File: config.mk
export PLATFORM = sky130hd
export DESIGN_NAME = scu_dsp_dma_port
export DESIGN_NICKNAME = d
export VERILOG_FILES = /design/src/rtl/scu_dsp_dma_port.sv
export SDC_FILE = /design/constraint.sdc
export NUM_CORES = 1
export LEC_CHECK = 0
export CAP_MARGIN = 25
export CORE_UTILIZATION = 40
export CTS_BUF_LIST = sky130_fd_sc_hd__clkbuf_4 sky130_fd_sc_hd__clkbuf_8 sky130_fd_sc_hd__clkbuf_16
export CTS_CLUSTER_SIZE = 14
export DETAILED_ROUTE_END_ITERATION = 12
export PLACE_DENSITY = 0.78
export SKIP_CTS_REPAIR_TIMING = 1
export SYNTH_ARGS = -nofsm -noshare
export SYNTH_HDL_FRONTEND = slang
export SYNTH_SLANG_ARGS = --single-unit
File: constraint.sdc
create_clock -name CLK -period 3 [get_ports CLK]
set_input_delay 0.75 -clock CLK [delete_from_list [all_inputs] [get_ports CLK]]
set_output_delay 0.75 -clock CLK [all_outputs]
set_load 0.03 [all_outputs]
File: src/rtl/scu_dsp_dma_port.sv
// scu_dsp_dma_port
//   SCU-side responder for the DSP DMA initiator. Holds the DSP read/write
//   word-address registers RA0/WA0 (loaded from the DSP D1 bus by strobe) and
//   turns every DSP DMA word request into one external bus transaction.
//   Signals DMA_END after the word flagged DMA_LAST has been acknowledged.
//
// Ports
//   CLK, RST_N          system clock, async active-low reset
//   RES_N               synchronous soft reset, active low
//   CE_R                DSP rising-phase clock enable (qualifies DSP handshakes)
//   DSO, RA0W, WA0W     D1 bus value and RA0/WA0 load strobes
//   DMA_REQ/RUN/WE/LAST DSP word request, DMA active, direction, final word
//   DMA_ADD             address step code (0 -> 0, n -> 1<<(n-1) words)
//   DMA_DO, DMA_DI      write data from DSP, read data to DSP
//   DMA_ACK, DMA_END    word serviced, transfer complete
//   BUS_*               external bus request/ack, byte address, data, write
//   RA0_Q, WA0_Q        current address register values
//
// state | meaning
// ------+-------------------------------------------------------------
// IDLE  | waiting for a CE_R-qualified DSP word request
// BUS   | bus transaction outstanding, request/address/data held
// ACKW  | DMA_ACK high until the next CE_R edge, address advances there
// FIN   | DMA_END high for one full CE_R period
module scu_dsp_dma_port #(
  parameter int ADDR_W = 25
) (
  input  logic              CLK,
  input  logic              RST_N,
  input  logic              RES_N,
  input  logic              CE_R,
  input  logic [31:0]       DSO,
  input  logic              RA0W,
  input  logic              WA0W,
  input  logic              DMA_REQ,
  input  logic              DMA_RUN,
  input  logic              DMA_WE,
  input  logic              DMA_LAST,
  input  logic [2:0]        DMA_ADD,
  input  logic [31:0]       DMA_DO,
  output logic [31:0]       DMA_DI,
  output logic              DMA_ACK,
  output logic              DMA_END,
  output logic [ADDR_W+1:0] BUS_ADDR,
  output logic [31:0]       BUS_DO,
  output logic              BUS_WE,
  output logic              BUS_REQ,
  input  logic              BUS_ACK,
  input  logic [31:0]       BUS_DI,
  output logic [ADDR_W-1:0] RA0_Q,
  output logic [ADDR_W-1:0] WA0_Q
);

  typedef enum logic [1:0] {S_IDLE, S_BUS, S_ACKW, S_FIN} state_t;

  state_t            state_q, state_d;
  logic              dir_q;            // 1 = write (DSP -> bus)
  logic [ADDR_W-1:0] ra0_q, wa0_q;
  logic [ADDR_W-1:0] step;
  logic              start, bus_done, ack_done;
  logic              unused_dso;

  assign unused_dso = ^DSO[31:ADDR_W];

  assign start    = (state_q == S_IDLE) && CE_R && DMA_REQ && DMA_RUN && !DMA_ACK;
  assign bus_done = (state_q == S_BUS) && BUS_ACK;
  assign ack_done = (state_q == S_ACKW) && CE_R;

  assign step = (DMA_ADD == 3'd0) ? '0 : (ADDR_W'(1) << (DMA_ADD - 3'd1));

  // State register
  always_ff @(posedge CLK or negedge RST_N) begin
    if (!RST_N)      state_q <= S_IDLE;
    else if (!RES_N) state_q <= S_IDLE;
    else             state_q <= state_d;
  end

  // Next-state logic; DMA_LAST is taken live at the CE_R edge that ends ACKW
  always_comb begin
    state_d = state_q;
    case (state_q)
      S_IDLE:  if (start)   state_d = S_BUS;
      S_BUS:   if (BUS_ACK) state_d = S_ACKW;
      S_ACKW:  if (CE_R)    state_d = DMA_LAST ? S_FIN : S_IDLE;
      S_FIN:   if (CE_R)    state_d = S_IDLE;
      default:              state_d = S_IDLE;
    endcase
  end

  // Handshake outputs decode directly from state
  always_comb begin
    BUS_REQ = (state_q == S_BUS);
    DMA_ACK = (state_q == S_ACKW);
    DMA_END = (state_q == S_FIN);
  end

  // Datapath: address registers, bus request payload, read data
  always_ff @(posedge CLK or negedge RST_N) begin
    if (!RST_N) begin
      ra0_q    <= '0;
      wa0_q    <= '0;
      dir_q    <= 1'b0;
      BUS_ADDR <= '0;
      BUS_DO   <= '0;
      DMA_DI   <= '0;
    end else if (!RES_N) begin
      ra0_q    <= '0;
      wa0_q    <= '0;
      dir_q    <= 1'b0;
      BUS_ADDR <= '0;
      BUS_DO   <= '0;
      DMA_DI   <= '0;
    end else begin
      if (start) begin
        dir_q    <= DMA_WE;
        BUS_ADDR <= {(DMA_WE ? wa0_q : ra0_q), 2'b00};
        BUS_DO   <= DMA_DO;
      end
      if (bus_done && !dir_q)
        DMA_DI <= BUS_DI;
      // A load strobe takes priority over the post-word increment.
      if (RA0W)
        ra0_q <= DSO[ADDR_W-1:0];
      else if (ack_done && !dir_q)
        ra0_q <= ra0_q + step;
      if (WA0W)
        wa0_q <= DSO[ADDR_W-1:0];
      else if (ack_done && dir_q)
        wa0_q <= wa0_q + step;
    end
  end

  assign BUS_WE = dir_q;
  assign RA0_Q  = ra0_q;
  assign WA0_Q  = wa0_q;

endmodule

# ---- Yosys cells after proc, flatten, opt, wreduce, memory -nomap -nowiden
# Index checks and enable logic that the tools add are counted.
dict set report totals {
  elab_cells 59
  inputBits 110
  regBits 144
  out_inout_bits 145
}
dict set report op_classes {
  addsub 3
  mux 23
  reduce_logical 14
  shifts 1
  eq_ne 11
}
# op count
set op_table {}
lappend op_table {{$mux 25} 8}
lappend op_table {{$mux 32} 4}
lappend op_table {{$mux 27} 2}
lappend op_table {{$add 25x25->25} 2}
lappend op_table {{$shl 1x3->25 const A} 1}
lappend op_table {{$mux 2} 6}
lappend op_table {{$logic_and 1x1->1} 9}
lappend op_table {{$ne 3x3->1 const B} 3}
lappend op_table {{$pmux 2 s4} 1}
lappend op_table {{$ne 3x1->1 const B} 2}
lappend op_table {{$eq 2x2->1 const B} 2}
lappend op_table {{$ne 2x1->1 const B} 2}
lappend op_table {{$reduce_and 4->1} 1}
lappend op_table {{$logic_not 3->1} 1}
lappend op_table {{$ne 3x2->1 const B} 1}
lappend op_table {{$sub 3x1->3 const B} 1}
lappend op_table {{$eq 2x1->1 const B} 1}
lappend op_table {{$logic_not 1->1} 2}
lappend op_table {{$logic_not 2->1} 1}
lappend op_table {{$mux 1} 2}

# ---- Logic depth before layout (Yosys ltp)
dict set report depth {
  word_depth 8
  ltp_mapped 11
  depth_no_buf 10
}

# ---- Worst setup path after synthesis
# No wires, ideal clock.
dict set report synth_path {
  path_kind {input to register}
  start {input port DMA_ADD[0]}
  end {register wa0_q[16] (netlist: WA0_Q[16])}
  stages 11
  required_ps 2863
  t_arrival_ps 3215
  path_slack_ps -352
  n_path_buf 2
  setup_ps 137
  path_cell_list {buf_2 clkbuf_1 nor3b_1 ha_1 ha_1 nand2_1 a2111oi_4 o211ai_4 a2111oi_2 xnor2_1 a21oi_1}
}
dict set report synth_via {
  elab_chain_len 7
  elab_cells_between_ends 8
  classes_between {2 x add/sub; 1 x shift; 4 x mux; 1 x reduce/logical}
}
# item line_no
set synth_rtl {}
lappend synth_rtl {{from (decl)} 39} ;# input logic [2:0] DMA_ADD,
lappend synth_rtl {{$sub 3x1->3} 69} ;# assign step = (DMA_ADD == 3'd0) ? '0 : (ADDR_W'(1) << (DMA_ADD - 3'd1));
lappend synth_rtl {{$shl 1x3->25} 69}
lappend synth_rtl {{$mux 25 *} 69}
lappend synth_rtl {{$add 25x25->25 *} 129} ;# wa0_q <= wa0_q + step;
lappend synth_rtl {{$mux 25 *} 128} ;# else if (ack_done && dir_q)
lappend synth_rtl {{$mux 25 *} 126} ;# if (WA0W)
lappend synth_rtl {{$mux 25 *} 106} ;# end else if (!RES_N) begin
lappend synth_rtl {{to (signal assigned)} 127} ;# wa0_q <= DSO[ADDR_W-1:0];
lappend synth_rtl {{to (signal assigned)} 129}
lappend synth_rtl {{to (decl)} 58} ;# logic [ADDR_W-1:0] ra0_q, wa0_q;
# Every way passes the cells marked *; elsewhere a longest branch is shown, timed or not. The select of a mux whose other input is x is not followed.
# A chain may end at the register's enable or synchronous reset.

# ---- Worst setup path after layout
dict set report layout_path {
  start {input port DMA_ADD[2]}
  end {register wa0_q[24] (netlist: WA0_Q[24])}
}
# The elaborated chain is that of the path after synthesis.

==> results_dict.tcl <==
set metrics [dict create \
    drc_errors 0 \
    endpoint_kind "flop" \
    wirelength_um 25100 \
    synth_seq_cells 142 \
    cts_made_buffers 17 \
    cp_slowest_cell "a2111oi_4" \
    r2r_end "WA0_Q[24]" \
    start_util_pct 41.3 \
    die_area_mm2 0.0201 \
    cts_tree "done" \
    start_kind "primary input" \
    crit_chain "dlymetal6s2s_1 > buf_4 > nor3b_2 > buf_4 > ha_1 > inv_1 > a2111oi_4 > buf_4 > o211ai_4 > a2111oi_4 > xnor2_1 > a21oi_1" \
    ys_types 69 \
    yosysSeqAreaShare_pct 45.4 \
    synthCells 870 \
    r2r_cells 9 \
    overflow 0 \
    drive_gt1_share_pct 14.8 \
    grt_pass1_wl_um 39200 \
    p_total_w 0.00535 \
    stdcell_area_mm2 0.0119 \
    die_height_um 142 \
    crit_top_cell "buf_4" \
    setup-violations-final 0 \
    clk_path_buf_depth 2 \
    hp-class "primary input to asynchronous set/reset pin" \
    rsz0062_at_grt "false" \
    peakVddDrop_v 0.000395 \
    grt_usage_pct 25.1 \
    clk_latency_ps 420 \
    layout_setup_ws_ps 203 \
    met3_usage_pct 4.49 \
    busiest_layer "met2" \
    grt_max_degree 84 \
    wl_per_cell_um 17.6 \
    drv_cap 0 \
    ios 255 \
    grt_pass1_vias 7436 \
    core.rowCount 50 \
    max_freq_mhz 358 \
    r2r_setup_slack_ps 500 \
    worst_slew_pin_slew_ps 652 \
    finalCriticalPeriod_ps 2800 \
    synthToLayoutAreaGrowth_pct 51.6 \
    gp_congestion 0.851 \
    crit_path_max_fanout 5 \
    met2_usage_pct 41.2 \
    ys.flop_type "dfrtp_1" \
    cpPeakStageDelay_ps 430 \
    worstSetupPathType "primary input to flop" \
    drt_first_pass_iters 4 \
    io_buffers 245 \
    async_flop_share_pct 100 \
    dp_slack_ps -477 \
    syn_area_mm2 0.00783 \
    clockRootBuffer "clkbuf_16" \
    fin_skew_ps 8.88 \
    yosysWarnings 0 \
    antenna_found_initial 1 \
    vias_per_cell 5.29 \
    met1_usage_pct 32.2 \
    diodes 0 \
    clock-sinks 142 \
    startpoint "DMA_ADD[2]" \
    avgSynthCellArea_um2 8.99 \
    status "completed" \
    h-tree-depth 4 \
    relSlewSlack_pct 56.5 \
    layout_worst_path_cycle_share_pct 93.2 \
    maxSlewViolCount 0 \
    coreArea_mm2 0.0190 \
    ant_nets 0 \
    total_leakage_power_nw 4.81 \
    arrival_ps 3090 \
    placed_area_mm2 0.0111 \
    path_clk_slew_ps 60 \
    synth-edff-count 0 \
    vias 7537 \
    dpl.hpwl_um 17600 \
    p_per_area_mw_per_mm2 451 \
    finalHoldViolations 0 \
    r2r_start "WA0_Q[1]" \
    required_ps 3290 \
    fin_nets 1277 \
    die_width_um 142 \
    first_iter_violations 399 \
]
==> cell usage after synthesis, types with 6 or more instances <==
master    instances  area (µm²)
nand3_1          16        80.1
buf_2             6        30.0
a211oi_1         37         278
a21oi_1         103         515
xor2_1            8        70.1
xnor2_1          31         272
ha_1             14         175
clkbuf_1         52         195
nor3_1           12        60.1
mux2i_1          23         230
o211ai_1         12        90.1
nand2_1         175         657
nor2_1           65         244
o21ai_0          37         185
dfrtp_1         142        3550
inv_1            15        56.3
a211oi_2          9         113
==> cell type report <==
type | count | area [µm²]
Fill cell | 1602 | 7100
Inverter | 15 | 57.6
Clock buffer | 17 | 425
Timing Repair Buffer | 325 | 3140
Multi-Input combinational cell | 652 | 4180
Tap cell | 260 | 325
Sequential cell | 142 | 3550
Clock inverter | 14 | 179
==> power by group <==
group	internal [W]	total (W)	switching (W)
logic	0.000472	0.00104	0.000569
clock network	0.00132	0.00221	0.000888
registers	0.00200	0.00210	0.000104
total	0.00379	0.00535	0.00156
==> metal layers <==
| layer | up-vias | part of all wire [%] |
|---|---|---|
| met5 | - | 0.048 |
| met2 | 250 | 48 |
| met3 | 51 | 6.0 |
| met4 | 2 | 3.2 |
| met1 | 3622 | 42 |
| li1 | 3612 | - |
==> layout by cell type, fill, tap and decap left out, types with 23 or more instances in the layout <==
master,count
nand2_1,174
a211oi_1,34
nor2_1,62
o21ai_0,37
xnor2_1,31
mux2i_1,23
dfrtp_1,142
buf_4,72
a21oi_1,103
clkdlybuf4s50_1,240
==> critical path: cells and delay by family <==
| family | cells | cell delay (ps) |
|---|---|---|
| xor gates and xnor gates | 1 | 160 |
| buffers and inverters | 5 | 760 |
| adders and majority gates | 1 | 260 |
| AOI/OAI and AO/OA | 4 | 1010 |
| and+or+nand+nor | 1 | 160 |
==> worst max path at each step <==
| stage | depth (start not counted) | endpoint |
|---|---|---|
| finish | 12 | WA0_Q[24] |
| global route | 11 | RA0_Q[15] |
| CTS | 11 | RA0_Q[18] |
| detailed placement | 11 | WA0_Q[24] |
| global placement | 11 | WA0_Q[24] |
| floorplan | 10 | RA0_Q[23] |
==> metrics by stage <==
step / setup TNS [ps] / utilization [%] / hold WS (ps) / instances
after floorplan: -13.1 / - / 454 / 873
after global placement: -12810 / 58.4 / 509 / 1390
after detailed placement: -14180 / 58.4 / 514 / 1390
after CTS: -191 / 61.6 / 348 / 1421
after global routing: 0 / 62.6 / 342 / 1425
final: 0 / 62.6 / 299 / 1425
==> registers in the layout, summed over array words and instances (netlist names) <==
name and count:
BUS_DO 32, DMA_DI 32, BUS_ADDR 25, RA0_Q 25, WA0_Q 25, state_q 2
BUS_WE 1
==> cells by family after synthesis <==
family	share of synthesized area (%)
DFF	45.4
muxes	2.94
and+or+nand+nor	19.0
AOI/OAI and AO/OA	21.8
buffers and inverters	4.27
xor gates and xnor gates	4.37
adders and majority gates	2.24
other	0.0479
(Power assumes the default switching activity.)
